<file path="config.mk">
export PLATFORM = sky130hd
export DESIGN_NAME = irrigation_zone_scheduler
export DESIGN_NICKNAME = d
export VERILOG_FILES = /design/src/rtl/irrigation_zone_scheduler.sv
export SDC_FILE = /design/constraint.sdc
export NUM_CORES = 1
export LEC_CHECK = 0
export ABC_CLOCK_PERIOD_IN_PS = 2700
export CAP_MARGIN = 20
export CORE_MARGIN = 5
export CORE_UTILIZATION = 50
export CTS_CLUSTER_SIZE = 20
export DETAILED_ROUTE_END_ITERATION = 12
export PLACE_DENSITY = 0.72
export REMOVE_ABC_BUFFERS = 1
export SLEW_MARGIN = 40
export SYNTH_ARGS = -nofsm -noshare
export SYNTH_HDL_FRONTEND = slang
export SYNTH_SLANG_ARGS = --single-unit
</file>
<file path="constraint.sdc">
create_clock -name clk_50mhz -period 2.7 [get_ports clk_50mhz]
set_input_delay 0.54 -clock clk_50mhz [delete_from_list [all_inputs] [get_ports clk_50mhz]]
set_output_delay 0.54 -clock clk_50mhz [all_outputs]
set_load 0.02 [all_outputs]
</file>
<file path="src/rtl/irrigation_zone_scheduler.sv">
// Round-robin irrigation scheduler: FILL -> IRRIGATE -> CLEAN per zone, with a
// seconds prescaler, per-phase countdown, wet-soil early stop and pesticide interlock.
module irrigation_zone_scheduler #(
   parameter int ZONES       = 4,
   parameter int TICK_CYCLES = 50_000_000,
   parameter int FILL_S      = 5,
   parameter int SPRINK_S    = 30,
   parameter int DRIP_S      = 60,
   parameter int CLEAN_S     = 3,
   parameter int TW          = 8,
   localparam int ZW         = $clog2(ZONES)
) (
   input  logic             clk_50mhz,
   input  logic             init_pulse,
   input  logic             enable_i,
   input  logic [ZONES-1:0] soil_dry_i,
   input  logic             air_dry_i,
   input  logic             temp_high_i,
   input  logic             pesticide_ok_i,
   output logic [1:0]       state_o,
   output logic [1:0]       mode_o,
   output logic [ZW-1:0]    zone_idx_o,
   output logic [ZONES-1:0] zone_valve_o,
   output logic [TW-1:0]    remaining_s_o,
   output logic             cycle_done_o,
   output logic             alert_np_o
);

   localparam int PW = $clog2(TICK_CYCLES);

   localparam logic [1:0] M_NONE   = 2'b00;
   localparam logic [1:0] M_SPRINK = 2'b01;
   localparam logic [1:0] M_DRIP   = 2'b10;

   typedef enum logic [1:0] {
      S_IDLE     = 2'b00,
      S_FILL     = 2'b01,
      S_IRRIGATE = 2'b10,
      S_CLEAN    = 2'b11
   } state_t;

   state_t          state, state_n;
   logic [1:0]      mode, mode_n;
   logic [ZW-1:0]   zone, zone_n;
   logic [ZW-1:0]   ptr, ptr_n;
   logic [TW-1:0]   rem, rem_n;
   logic [PW-1:0]   presc, presc_n;
   logic            alert, alert_n;
   logic            done, done_n;
   logic            tick;
   logic            found;
   logic [ZW-1:0]   pick;
   logic [ZW-1:0]   cand;

   // First dry zone at or after ptr, wrapping past the last zone.
   always_comb begin
      found = 1'b0;
      pick  = ptr;
      cand  = '0;
      for (int i = 0; i < ZONES; i++) begin
         cand = ZW'((int'(ptr) + i) % ZONES);
         if (!found && soil_dry_i[cand]) begin
            found = 1'b1;
            pick  = cand;
         end
      end
   end

   assign tick = (presc == PW'(TICK_CYCLES - 1));

   always_ff @(posedge clk_50mhz) begin
      if (init_pulse) begin
         state <= S_IDLE;
         mode  <= M_NONE;
         zone  <= '0;
         ptr   <= '0;
         rem   <= '0;
         presc <= '0;
         alert <= 1'b0;
         done  <= 1'b0;
      end else begin
         state <= state_n;
         mode  <= mode_n;
         zone  <= zone_n;
         ptr   <= ptr_n;
         rem   <= rem_n;
         presc <= presc_n;
         alert <= alert_n;
         done  <= done_n;
      end
   end

   always_comb begin
      state_n = state;
      mode_n  = mode;
      zone_n  = zone;
      ptr_n   = ptr;
      rem_n   = rem;
      presc_n = presc;
      alert_n = alert;
      done_n  = 1'b0;

      if (state != S_IDLE) presc_n = tick ? '0 : presc + 1'b1;

      case (state)
         S_IDLE: begin
            if (alert && pesticide_ok_i) alert_n = 1'b0;
            if (enable_i && found) begin
               if (!pesticide_ok_i) begin
                  alert_n = 1'b1;
               end else begin
                  state_n = S_FILL;
                  zone_n  = pick;
                  mode_n  = (air_dry_i && !temp_high_i) ? M_SPRINK : M_DRIP;
                  rem_n   = TW'(FILL_S);
                  presc_n = '0;
               end
            end
         end
         S_FILL: begin
            // Losing pesticide before water flows aborts without advancing ptr.
            if (!pesticide_ok_i) begin
               state_n = S_IDLE;
               alert_n = 1'b1;
               mode_n  = M_NONE;
               rem_n   = '0;
               presc_n = '0;
            end else if (tick) begin
               if (rem == TW'(1)) begin
                  state_n = S_IRRIGATE;
                  rem_n   = (mode == M_SPRINK) ? TW'(SPRINK_S) : TW'(DRIP_S);
                  presc_n = '0;
               end else begin
                  rem_n = rem - 1'b1;
               end
            end
         end
         S_IRRIGATE: begin
            if (!soil_dry_i[zone] || (tick && rem == TW'(1))) begin
               state_n = S_CLEAN;
               rem_n   = TW'(CLEAN_S);
               presc_n = '0;
            end else if (tick) begin
               rem_n = rem - 1'b1;
            end
         end
         S_CLEAN: begin
            if (tick) begin
               if (rem == TW'(1)) begin
                  state_n = S_IDLE;
                  done_n  = 1'b1;
                  mode_n  = M_NONE;
                  rem_n   = '0;
                  presc_n = '0;
                  ptr_n   = (zone == ZW'(ZONES - 1)) ? '0 : zone + 1'b1;
               end else begin
                  rem_n = rem - 1'b1;
               end
            end
         end
         default: state_n = S_IDLE;
      endcase
   end

   always_comb begin
      zone_valve_o = '0;
      if (state == S_IRRIGATE) zone_valve_o[zone] = 1'b1;
   end

   assign state_o       = state;
   assign mode_o        = mode;
   assign zone_idx_o    = zone;
   assign remaining_s_o = rem;
   assign cycle_done_o  = done;
   assign alert_np_o    = alert;

endmodule

</file>
======== After elaboration in Yosys (flattened, before gate mapping) ========
Cells that the tools add are included.
operators by class
  multiplexer cells ....................... 61
  reduce and logical (&&, ||, !) cells .... 25
  equality and inequality tests ........... 16
  multipliers ............................. 0
  shifts and indexed selects .............. 0
  div/mod/pow operators ................... 0
  $add $sub $neg .......................... 6
  bitwise gates (word level) .............. 2
  $lt $le $gt $ge ......................... 6
operators by type and width
  operator               count
  $mux 26                8
  $pmux 26 s4            1
  $mux 8                 9
  $mux 2                 16
  $pmux 8 s4             1
  $add 26x1->26 const B  1
  $eq 26x26->1 const B   1
  $lt 2x3->1 const B     5
  $mux 1                 15
  $ne 2x2->1 const B     6
  $bmux 1 s2             5
  $ne 3x3->1 const B     3
  $eq 8x1->1 const B     1
  $logic_and 1x1->1      8
  $pmux 2 s4             1
  $sub 8x1->8 const B    1
  $reduce_and 7->1       1
  $eq 2x2->1 const B     3
  $mux 6                 1
  $pmux 2 s3             1
  $reduce_and 3->1       2
  $reduce_and 6->1       1
  $logic_not 1->1        5
  $reduce_and 5->1       1
  14 further kinds       19
storage, ports and cells
  flip-flop bits (word level) ............. 44
  bits in read-only memories .............. 0
  output and inout port bits .............. 20
  memory bits (writable) .................. 0
  memories ................................ 0
  latch bits .............................. 0
  input port bits ......................... 10

======== Longest topological paths before layout ========
Gate-level depths: netlist (run 1).
  depth in word-level cells ............... 15
  mapped depth ............................ 9

======== Worst setup path before layout (run 1) ========
Ideal clock, no wire load.
  path type ............................... register to register
  start ................................... register rem[0] (netlist: remaining_s_o[0])
  end ..................................... register ptr[0]
  data required time ...................... 2,572 ps
  stages on the path, launching flop included .. 8
  path slack .............................. 462 ps
  clock period less this slack ............ 2,238 ps
  data arrival time ....................... 2,110 ps
  path through ............................ dfxtp_1 ha_1 nor3b_1 nand2_1 clkbuf_1 nor4_2 mux2i_1 nor2_1
between the ends
  longest elaborated chain between the ends .. 2
ends and longest elaborated chain
  what                        line  text
  start: declaration          46    logic [TW-1:0] rem, rem_n;
  start signal: assignment    86    rem <= rem_n;
  $eq 8x1->1                  149   if (rem == TW'(1)) begin
  $reduce_and 3->1 (no line)  --
  end signal: assignment      85    ptr <= ptr_n;
  end: declaration            45    logic [ZW-1:0] ptr, ptr_n;
Every way passes these cells.
A chain may end at the register's enable or synchronous reset.

======== Worst setup path in the final report (run 1) ========
  start ................................... register state[0] (netlist: state_o[0])
  end ..................................... output zone_valve_o[0]
between the ends
  longest elaborated chain between the ends .. 2
ends and longest elaborated chain
  what                      line  text
  start: declaration        42    state_t state, state_n;
  start signal: assignment  82    state <= state_n;
  $eq 2x2->1                167   if (state == S_IRRIGATE) zone_valve_o[zone] = 1'b1;
  $mux 4                    167
  end: declaration          23    output logic [ZONES-1:0] zone_valve_o,
Every way passes these cells.

==> results of run 1 <==
==> kinds of logic (layout without fill, tap and decap cells) <==
| logic type | Yosys count | after routing | synth area share, % |
|---|---|---|---|
| and+or+nand+nor | 155 | 155 | 35.57 |
| AOI/OAI and AO/OA | 64 | 64 | 15.96 |
| DFF | 44 | 44 | 30.61 |
| xor gates and xnor gates | 28 | 28 | 8.522 |
| buffers and inverters | 24 | 64 | 4.826 |
| adders and majority gates | 7 | 7 | 3.043 |
| muxes | 3 | 3 | 1.478 |
==> layer usage <==
metal,wire length [um],vias to the layer above
li1,-,1259
met1,2925,1159
met2,3242,74
met3,381,6
met4,65,0
met5,0,-
==> stage by stage <==
step / total power, W / instances / utilization [%]
3_5_place_dp: 0.0009032 / 429 / 59.51
5_1_grt: 0.001380 / 437 / 61.25
3_3_place_gp: 0.0009001 / 429 / 59.51
6_report: 0.001305 / 437 / 61.25
2_1_floorplan: 0.0008114 / 311 / -
4_1_cts: 0.001330 / 437 / 61.13
==> state kept, by name, summed over array words and instances (netlist names), named ones only <==
| signal | flops |
|---|---|
| presc | 26 |
| remaining_s_o | 8 |
| mode_o | 2 |
| ptr | 2 |
| zone_idx_o | 2 |
| alert_np_o | 1 |
| cycle_done_o | 1 |
| state_o | 1 |
==> worst min-delay path: stages, from the launching register on <==
cell and delay (ns):
dfxtp_1 0.34, nand2_1 0.06, a21oi_1 0.05
==> layout by cell type (no fill, tap or decap), types with 2 or more instances in the layout <==
cell type / count
dfxtp_1: 44
o22ai_1: 4
and2_1: 8
xnor2_1: 8
a211oi_1: 4
o21a_1: 2
nor2_4: 20
nor3b_1: 2
and4_1: 6
a21o_1: 4
clkbuf_1: 2
or2_2: 3
nand2b_1: 2
clkbuf_8: 6
buf_4: 16
o21ai_0: 6
nand4_1: 9
and4_4: 3
nor4_2: 4
xor2_1: 20
a32o_1: 3
or3_1: 3
o311ai_0: 4
inv_1: 10
ha_1: 7
and3_1: 5
nand3b_1: 4
clkdlybuf4s50_1: 29
a221oi_1: 3
nand3_1: 14
nor2b_1: 8
nor4_1: 4
nor3_1: 6
mux2i_1: 2
nor2_1: 15
nand2_1: 31
a21oi_1: 18
a22o_1: 2
==> area by class of cell <==
class | instances | area share, %
clock buffers | 8 | 2.655
inverters | 10 | 1.106
well taps | 72 | 2.655
multi-input cells | 257 | 54.94
flip-flops and latches | 44 | 25.96
repair buffers | 46 | 12.68
==> power breakdown <==
part	internal [W]	switching, W
clock	0.000209	0.000206
combinational	0.0000969	0.000121
sequential	0.000657	0.0000153
==> final timing paths <==
| path | startpoint | endpoint | cells past startpoint |
|---|---|---|---|
| min reg2reg | presc[1]$_SDFF_PP0_ | presc[1]$_SDFF_PP0_ | 2 |
| max | state_o[0]$_SDFFE_PP0P_ | zone_valve_o[0] | 3 |
| max reg2reg | presc[0]$_SDFF_PP0_ | presc[16]$_SDFF_PP0_ | 7 |
| min | presc[1]$_SDFF_PP0_ | presc[1]$_SDFF_PP0_ | 2 |
==> results.cfg, run 1 <==
[yosys]
synth.most_common_cell = dfxtp_1
synth_edf_count = 0
synth_top_cell_by_area = dfxtp_1
yosys_warnings = 0
syn_area_mm2 = 0.002878
ys_ff_latch = 44
ys_types = 61
synthCells = 325
postSynth.asyncResetShare_pct = 0
ys_seq_area_share_pct = 30.61
ys.flop_type = dfxtp_1
synth_area_leaders = dfxtp_1 (31%), nor2_4 (7.8%), xor2_1 (6.1%), nand2_1 (4.0%), a21oi_1 (3.1%)
synthTopCellsByCount = dfxtp_1 (44), nand2_1 (31), nor2_4 (20), xor2_1 (20), a21oi_1 (18)
syn_area_per_cell_um2 = 8.855
yosysTopAreaCellShare_pct = 30.61

[setup_path]
crit_path_end_kind = primary output
worstPathRequired_ns = 2.16
worst-path-buf-inv = 1
crit_chain = nor2b_1, and2_1, clkdlybuf4s50_1
rrSetupSlack_ns = 0.45
cp_slowest_cell = clkdlybuf4s50_1
crit_family = buffers and inverters
cp_slowest_stage_delay_ns = 0.60
critPathKind = flip-flop to primary output
crit_fanout = 10
start_kind = flip-flop
worstPathArrival_ns = 1.85

[timing]
slew_headroom_pct = 65.13
min_period_ns = 2.393
fin_tns_setup_ns = 0
worst_slew_pin_slew_ns = 0.5191
hold_viol = 0
clock_skew_ns = 0.007516
setup_viol = 0
setup_ws_ns = 0.3067
rsz0062_at_grt = no
fin_crit_sh_pct = 88.64
whs_ns = 0.4909
slew_viol_final = 0
max_freq_mhz = 417.8

[cts]
cts_resized = 0
cts.sinks = 44
clockBufferDepth = 2
clk_latency_ns = 0.29
numCtsBuffers = 5
cts_htree_levels = 2
clk_pin_slew_ns = 0.08
postCtsSetupRepairBufs = 0
postCtsHoldBufs = 0
cts-root-buf = clkbuf_8
tritoncts = yes

[global_routing]
overflow = 0
grt_pass1_vias = 2412
antenna_found_initial = 0
grt_busiest_layer = met2
met1_usage_pct = 23.16
grt_use_met3_pct = 3.746
grt_util_met2_pct = 31.67
grt_max_degree = 26
grt_pass1_wl_mm = 11.36
grtUsageTotal_pct = 18.85

[cells_and_area]
register_area_um2 = 880.8
multi_input_area_mm2 = 0.001864
fillers = 510
syn_to_final_growth_pct = 17.91
antenna_cells = 0
nets = 381
design_area_mm2 = 0.003393
drive_above_1_share_pct = 15.62

[min_path]
hp-class = flip-flop to flip-flop

[place]
io_buffers = 29
dp_slack_ns = 0.07756
hpwl_mm = 4.922
placed_cell_area_mm2 = 0.003297
gp_congestion = 0.9158

[drt]
ant_nets = 0
first_pass_iters = 4
drtIter0Drc = 140
route.detailed.drc = 0
wl_per_cell_um = 15.14
routed_via_density = 5.716
routed_wl_mm = 6.614
dr_total_vias = 2498

[power_and_ir_drop]
peakVddDrop_mv = 0.3562
power_density_mw_per_mm2 = 384.7
power.leakage_nw = 1.226

[die]
die_w_um = 85.87
die_area_mm2 = 0.007373
fp-row-count = 27
coreArea_mm2 = 0.005540
ios = 30
die_h_um = 85.87
initial_core_util_pct = 51.94

[job]
maxCapViolCount = 0

[run_status]
status = finished, final reports clean
Power figures use the tool's default switching activity.
==> run 2, diff against run 1 <==
--- a/config.mk
+++ b/config.mk
@@ -5,7 +5,7 @@
 export SDC_FILE = /design/constraint.sdc
 export NUM_CORES = 1
 export LEC_CHECK = 0
-export ABC_CLOCK_PERIOD_IN_PS = 2700
+export ABC_CLOCK_PERIOD_IN_PS = 2450
 export CAP_MARGIN = 20
 export CORE_MARGIN = 5
 export CORE_UTILIZATION = 50
==> constraint.sdc (replaced) <==
create_clock -name clk_50mhz -period 2.45 [get_ports clk_50mhz]
set_input_delay 0.49 -clock clk_50mhz [delete_from_list [all_inputs] [get_ports clk_50mhz]]
set_output_delay 0.49 -clock clk_50mhz [all_outputs]
set_load 0.02 [all_outputs]
==> run 2 against run 1 <==
Against the previous run:
- clock skew decreased by 0.0026 ns
- sequential power rose by 9.8%
- flip-flop and latch count did not move
- power grew 20%
- critical endpoint unchanged
- highest routed layer unchanged
- combinational power grew 17%
- sequential share of layout area shrank 0.58 points
- critical path type unchanged
==> results.cfg, run 2 (synthesis results as in run 1) <==
[run_status]
status = finished, final reports clean

[timing]
slew_headroom_pct = 62.42
max_freq_mhz = 445.8
setup_ws_ns = 0.2068
setup_viol = 0
fin_crit_sh_pct = 91.56
worst_slew_pin_slew_ns = 0.5594
hold_viol = 0
rsz0062_at_grt = no
clock_skew_ns = 0.004946
whs_ns = 0.4966
slew_viol_final = 0
min_period_ns = 2.243

[setup_path]
crit_path_end_kind = primary output
worstPathArrival_ns = 1.75
critPathKind = flip-flop to primary output
crit_fanout = 7
reg2reg_depth = 7
worstPathRequired_ns = 1.96
start_kind = flip-flop

[die]
coreArea_mm2 = 0.005540
ios = 30
die_area_mm2 = 0.007373
die_w_um = 85.87
die_h_um = 85.87
initial_core_util_pct = 51.94
fp-row-count = 27

[drt]
dr_total_vias = 2607
first_pass_iters = 5
routed_via_density = 5.858
wl_per_cell_um = 15.16
routed_wl_mm = 6.747
drtIter0Drc = 268
ant_nets = 0
route.detailed.drc = 0

[place]
gp_congestion = 0.8919
hpwl_mm = 4.953
io_buffers = 29
dp_slack_ns = -0.03027

[global_routing]
grt_pass1_vias = 2423
antenna_found_initial = 0
grt_max_degree = 23
grt_pass1_wl_mm = 11.43
overflow = 0
grtUsageTotal_pct = 18.95

[power_and_ir_drop]
peakVddDrop_mv = 0.2806
power_density_mw_per_mm2 = 450.4
power.leakage_nw = 1.272

[cts]
postCtsHoldBufs = 0
cts-root-buf = clkbuf_8
numCtsBuffers = 5
cts.sinks = 44
clockBufferDepth = 2
postCtsSetupRepairBufs = 0
clk_pin_slew_ns = 0.09
tritoncts = yes
cts_htree_levels = 2
clk_latency_ns = 0.30

[cells_and_area]
antenna_cells = 0
nets = 389
fillers = 478
largest_reg_flops = 26
regMostFlops = presc
layout_common_cells = dfxtp_1 (44), nand2_1 (31), clkdlybuf4s50_1 (29)
multi_input_area_mm2 = 0.001861
syn_to_final_growth_pct = 20.61
drive_above_1_share_pct = 17.96
final_common_cell = dfxtp_1
register_area_um2 = 880.8

[min_path]
hp-class = flip-flop to flip-flop
hold_depth = 2

[job]
maxCapViolCount = 0
==> run 2: cell count changes in the layout (fill, tap and decap cells not counted) <==
cell,before,now
clkbuf_8,6,5
nor2b_2,0,1
clkinvlp_4,0,1
nor4_2,4,3
nor4_1,4,5
nor2b_1,8,7
buf_4,16,24
bufinv_16,0,1
clkinv_2,0,1
clkbuf_1,2,0
==> run 2: final timing paths <==
| check | to | slack [ns] | startpoint |
|---|---|---|---|
| worst max register to register | presc[18]$_SDFF_PP0_ | 0.24 | presc[0]$_SDFF_PP0_ |
| worst max-delay path | zone_valve_o[0] | 0.21 | zone_idx_o[0]$_SDFFE_PP0P_ |
| worst min-delay path | presc[1]$_SDFF_PP0_ | 0.50 | presc[1]$_SDFF_PP0_ |
| worst min register to register | presc[1]$_SDFF_PP0_ | 0.50 | presc[1]$_SDFF_PP0_ |
==> run 2: metal layers <==
layer  GRT usage (%)  vias up  wire length (um)
li1                -     1277                 -
met1           24.69     1216              3041
met2           31.11       97              3149
met3           4.611       17               428
met5               0        -                 0
met4           5.324        0               127
==> run 2: report_power, final <==
group	switching [W]	internal (W)
clock	0.000268	0.000302
combinational	0.000138	0.000116
sequential	0.0000149	0.000725
==> run 2: area by class of cell <==
cell class / count / area share, %
clock buffers: 5 / 1.983
repair buffers: 54 / 14.13
well taps: 72 / 2.596
multi-input cells: 257 / 53.60
inverters: 10 / 1.081
clock inverters: 3 / 1.226
flip-flops and latches: 44 / 25.38
==> run 2: worst max-delay path, stage by stage, from the launching register on <==
cell             delay, ns
dfxtp_1               0.47
inv_1                 0.11
ha_1                  0.21
and2_1                0.13
clkdlybuf4s50_1       0.53
==> run 2: per-stage QoR <==
stage | util [%] | cells | power, W | TNS [ns] | instance area (um2)
final | 62.65 | 445 | 0.001563 | 0 | 3471
after global routing | 62.65 | 445 | 0.001629 | 0 | 3471
after CTS | 62.60 | 445 | 0.001569 | 0 | 3468
after detailed placement | 60.59 | 437 | 0.001007 | -0.2818 | 3357
after global placement | 60.59 | 437 | 0.001005 | -0.004003 | 3357
after floorplan | - | 311 | 0.0008942 | 0 | 2776
==> run 2: timing repair <==
item / in CTS / in global routing
hold endpoints to repair: 0 / 0
gates resized for setup: 0 / 1
endpoints found under the setup margin: 0 / 3
==> run 3, diff against run 2 <==
--- a/config.mk
+++ b/config.mk
@@ -5,7 +5,7 @@
 export SDC_FILE = /design/constraint.sdc
 export NUM_CORES = 1
 export LEC_CHECK = 0
-export ABC_CLOCK_PERIOD_IN_PS = 2450
+export ABC_CLOCK_PERIOD_IN_PS = 2160
 export CAP_MARGIN = 20
 export CORE_MARGIN = 5
 export CORE_UTILIZATION = 50
==> constraint.sdc (replaced) <==
create_clock -name clk_50mhz -period 2.16 [get_ports clk_50mhz]
set_input_delay 0.432 -clock clk_50mhz [delete_from_list [all_inputs] [get_ports clk_50mhz]]
set_output_delay 0.432 -clock clk_50mhz [all_outputs]
set_load 0.02 [all_outputs]
==> run 3 against run 2 <==
Against the previous run:
- global-route usage up 0.46 points
- final cell count grew 5.2%
- critical path depth is the same
- clock power grew 19%
- non-clock buffer count is 23 higher
- combinational power rose by 29%
- via count grew 2.0%
- critical path type unchanged
- critical endpoint is now zone_valve_o[1]
==> results.cfg, run 3 (synthesis results as in run 1) <==
[timing]
fin_tns_setup_ns = 0
max_freq_mhz = 478.3
hold_viol = 0
slew_headroom_pct = 68.40
setup_viol = 0
slew_viol_final = 0
clock_skew_ns = 0.009705
worst_slew_pin_slew_ns = 0.4697
rsz0062_at_grt = yes
fin_crit_sh_pct = 96.79
setup_ws_ns = 0.06940
min_period_ns = 2.091

[global_routing]
grt_max_degree = 21
grtUsageTotal_pct = 19.42
antenna_found_initial = 0
overflow = 0
grt_pass1_wl_mm = 11.78
grt_pass1_vias = 2604

[min_path]
min_to = presc[1]$_SDFF_PP0_
hp-class = flip-flop to flip-flop
min_from = presc[1]$_SDFF_PP0_
hold_depth = 2

[cells_and_area]
final_common_cell = buf_4
fin_cells = 468
regMostFlops = presc
drive_above_1_share_pct = 23.48
largest_reg_flops = 26
design_area_mm2 = 0.003731
antenna_cells = 0
syn_to_final_growth_pct = 29.65
layout_common_cells = buf_4 (44), dfxtp_1 (43), nand2_1 (31)
nets = 412

[drt]
first_pass_iters = 4
routed_via_density = 5.682
dr_total_vias = 2659
ant_nets = 0
routed_wl_mm = 7.042
drtIter0Drc = 146
route.detailed.drc = 0
wl_per_cell_um = 15.05

[cts]
numCtsBuffers = 5
cts_htree_levels = 2
clk_latency_ns = 0.30
cts-root-buf = clkbuf_8
clk_pin_slew_ns = 0.09
cts.sinks = 44
postCtsHoldBufs = 0
tritoncts = yes
clockBufferDepth = 2

[power_and_ir_drop]
p_comb_share_pct = 17.8
peakVddDrop_mv = 0.3950
p_sw_share_pct = 26.06
switchingPower_w = 0.0004794
power_density_mw_per_mm2 = 493.1
power.total_w = 0.001840
power.leakage_nw = 1.514
p_int_w = 0.001360
p_clk_share_pct = 36.8
power_frac_seq_pct = 45.4

[die]
fp-row-count = 27
die_area_mm2 = 0.007373
ios = 30
initial_core_util_pct = 51.94
die_h_um = 85.87
die_w_um = 85.87
coreArea_mm2 = 0.005540

[setup_path]
worstPathRequired_ns = 1.73
crit_fanout = 6
cp_slowest_cell = clkdlybuf4s50_1
crit_chain = buf_4, ha_1, and2_1, clkdlybuf4s50_1
critPathKind = flip-flop to primary output
worstReg2RegStart = presc[0]$_SDFF_PP0_
crit_path_end_kind = primary output
worst-path-buf-inv = 2
cp_slowest_stage_delay_ns = 0.60
start_kind = flip-flop
r2r-end = remaining_s_o[2]$_SDFFE_PP0P_
reg2reg_depth = 7
crit_family = buffers and inverters
worstPathArrival_ns = 1.66
rrSetupSlack_ns = 0.08
path_depth = 4

[place]
hpwl_mm = 5.288
gp_congestion = 0.9160
dp_slack_ns = -0.2472
place_inst = 459
placed_cell_area_mm2 = 0.003547
io_buffers = 29

[job]
maxCapViolCount = 0

[run_status]
status = finished, final reports clean
run 3: changes by cell type in the layout (fill, tap and decap cells not counted), moves of 2 or more:
cell             change
dlymetal6s2s_1       +7
clkdlybuf4s50_1      -7
buf_4               +20
buf_12               +2
run 3: final cells by class:
type                    count  area (um2)
clock inverters             2       38.79
well taps                  72       90.09
fillers                   447        1809
inverters                  10       37.54
multi-input cells         257        1877
flip-flops and latches     44       882.1
clock buffers               6       82.58
repair buffers             77       723.2
run 3: worst max path at each step:
stage	slack [ns]	startpoint	endpoint
floorplan	-0.25	remaining_s_o[0]$_SDFFE_PP0P_	remaining_s_o[4]$_SDFFE_PP0P_
global placement	-0.21	soil_dry_i[0]	presc[1]$_SDFF_PP0_
detailed placement	-0.25	soil_dry_i[0]	presc[1]$_SDFF_PP0_
CTS	0.008	zone_idx_o[0]$_SDFFE_PP0P_	zone_valve_o[2]
global route	-0.01	presc[10]$_SDFF_PP0_	ptr[0]$_SDFFE_PP0P_
finish	0.07	zone_idx_o[0]$_SDFFE_PP0P_	zone_valve_o[1]
run 3: power groups by stage:
stage	logic, W	clock network (W)	registers (W)
after floorplan	0.000144	0	0.000870
after global placement	0.000311	0	0.000853
after detailed placement	0.000314	0	0.000854
after CTS	0.000319	0.000685	0.000835
after global routing	0.000354	0.000720	0.000838
final	0.000327	0.000677	0.000836
run 3: worst min-delay path: cells and delay by family (launching register included):
kind / cells / cell delay (ns)
DFF: 1 / 0.34
and+or+nand+nor: 1 / 0.07
AOI/OAI and AO/OA: 1 / 0.05
run 3: per-layer routing:
layer  vias to the layer above  track usage (%)  share of wire, %
met5                         -                0                 0
met4                         0            5.755               1.7
met3                        15            3.650               5.0
met2                        73            34.69                49
met1                      1243            23.46                44
li1                       1328                -                 -
run 3: timing repair:
item	4_1_cts	5_1_grt
endpoints found under the setup margin	4	8
cloned	0	1
gates resized for setup	1	11
pin swaps	0	2
setup buffers	0	0
run 3: stage by stage:
stage	hold slack (ns)	utilization (%)
2_1_floorplan	0.4492	-
3_3_place_gp	0.4646	64.02
3_5_place_dp	0.4870	64.02
4_1_cts	0.5005	66.26
5_1_grt	0.5310	67.34
6_report	0.4960	67.34
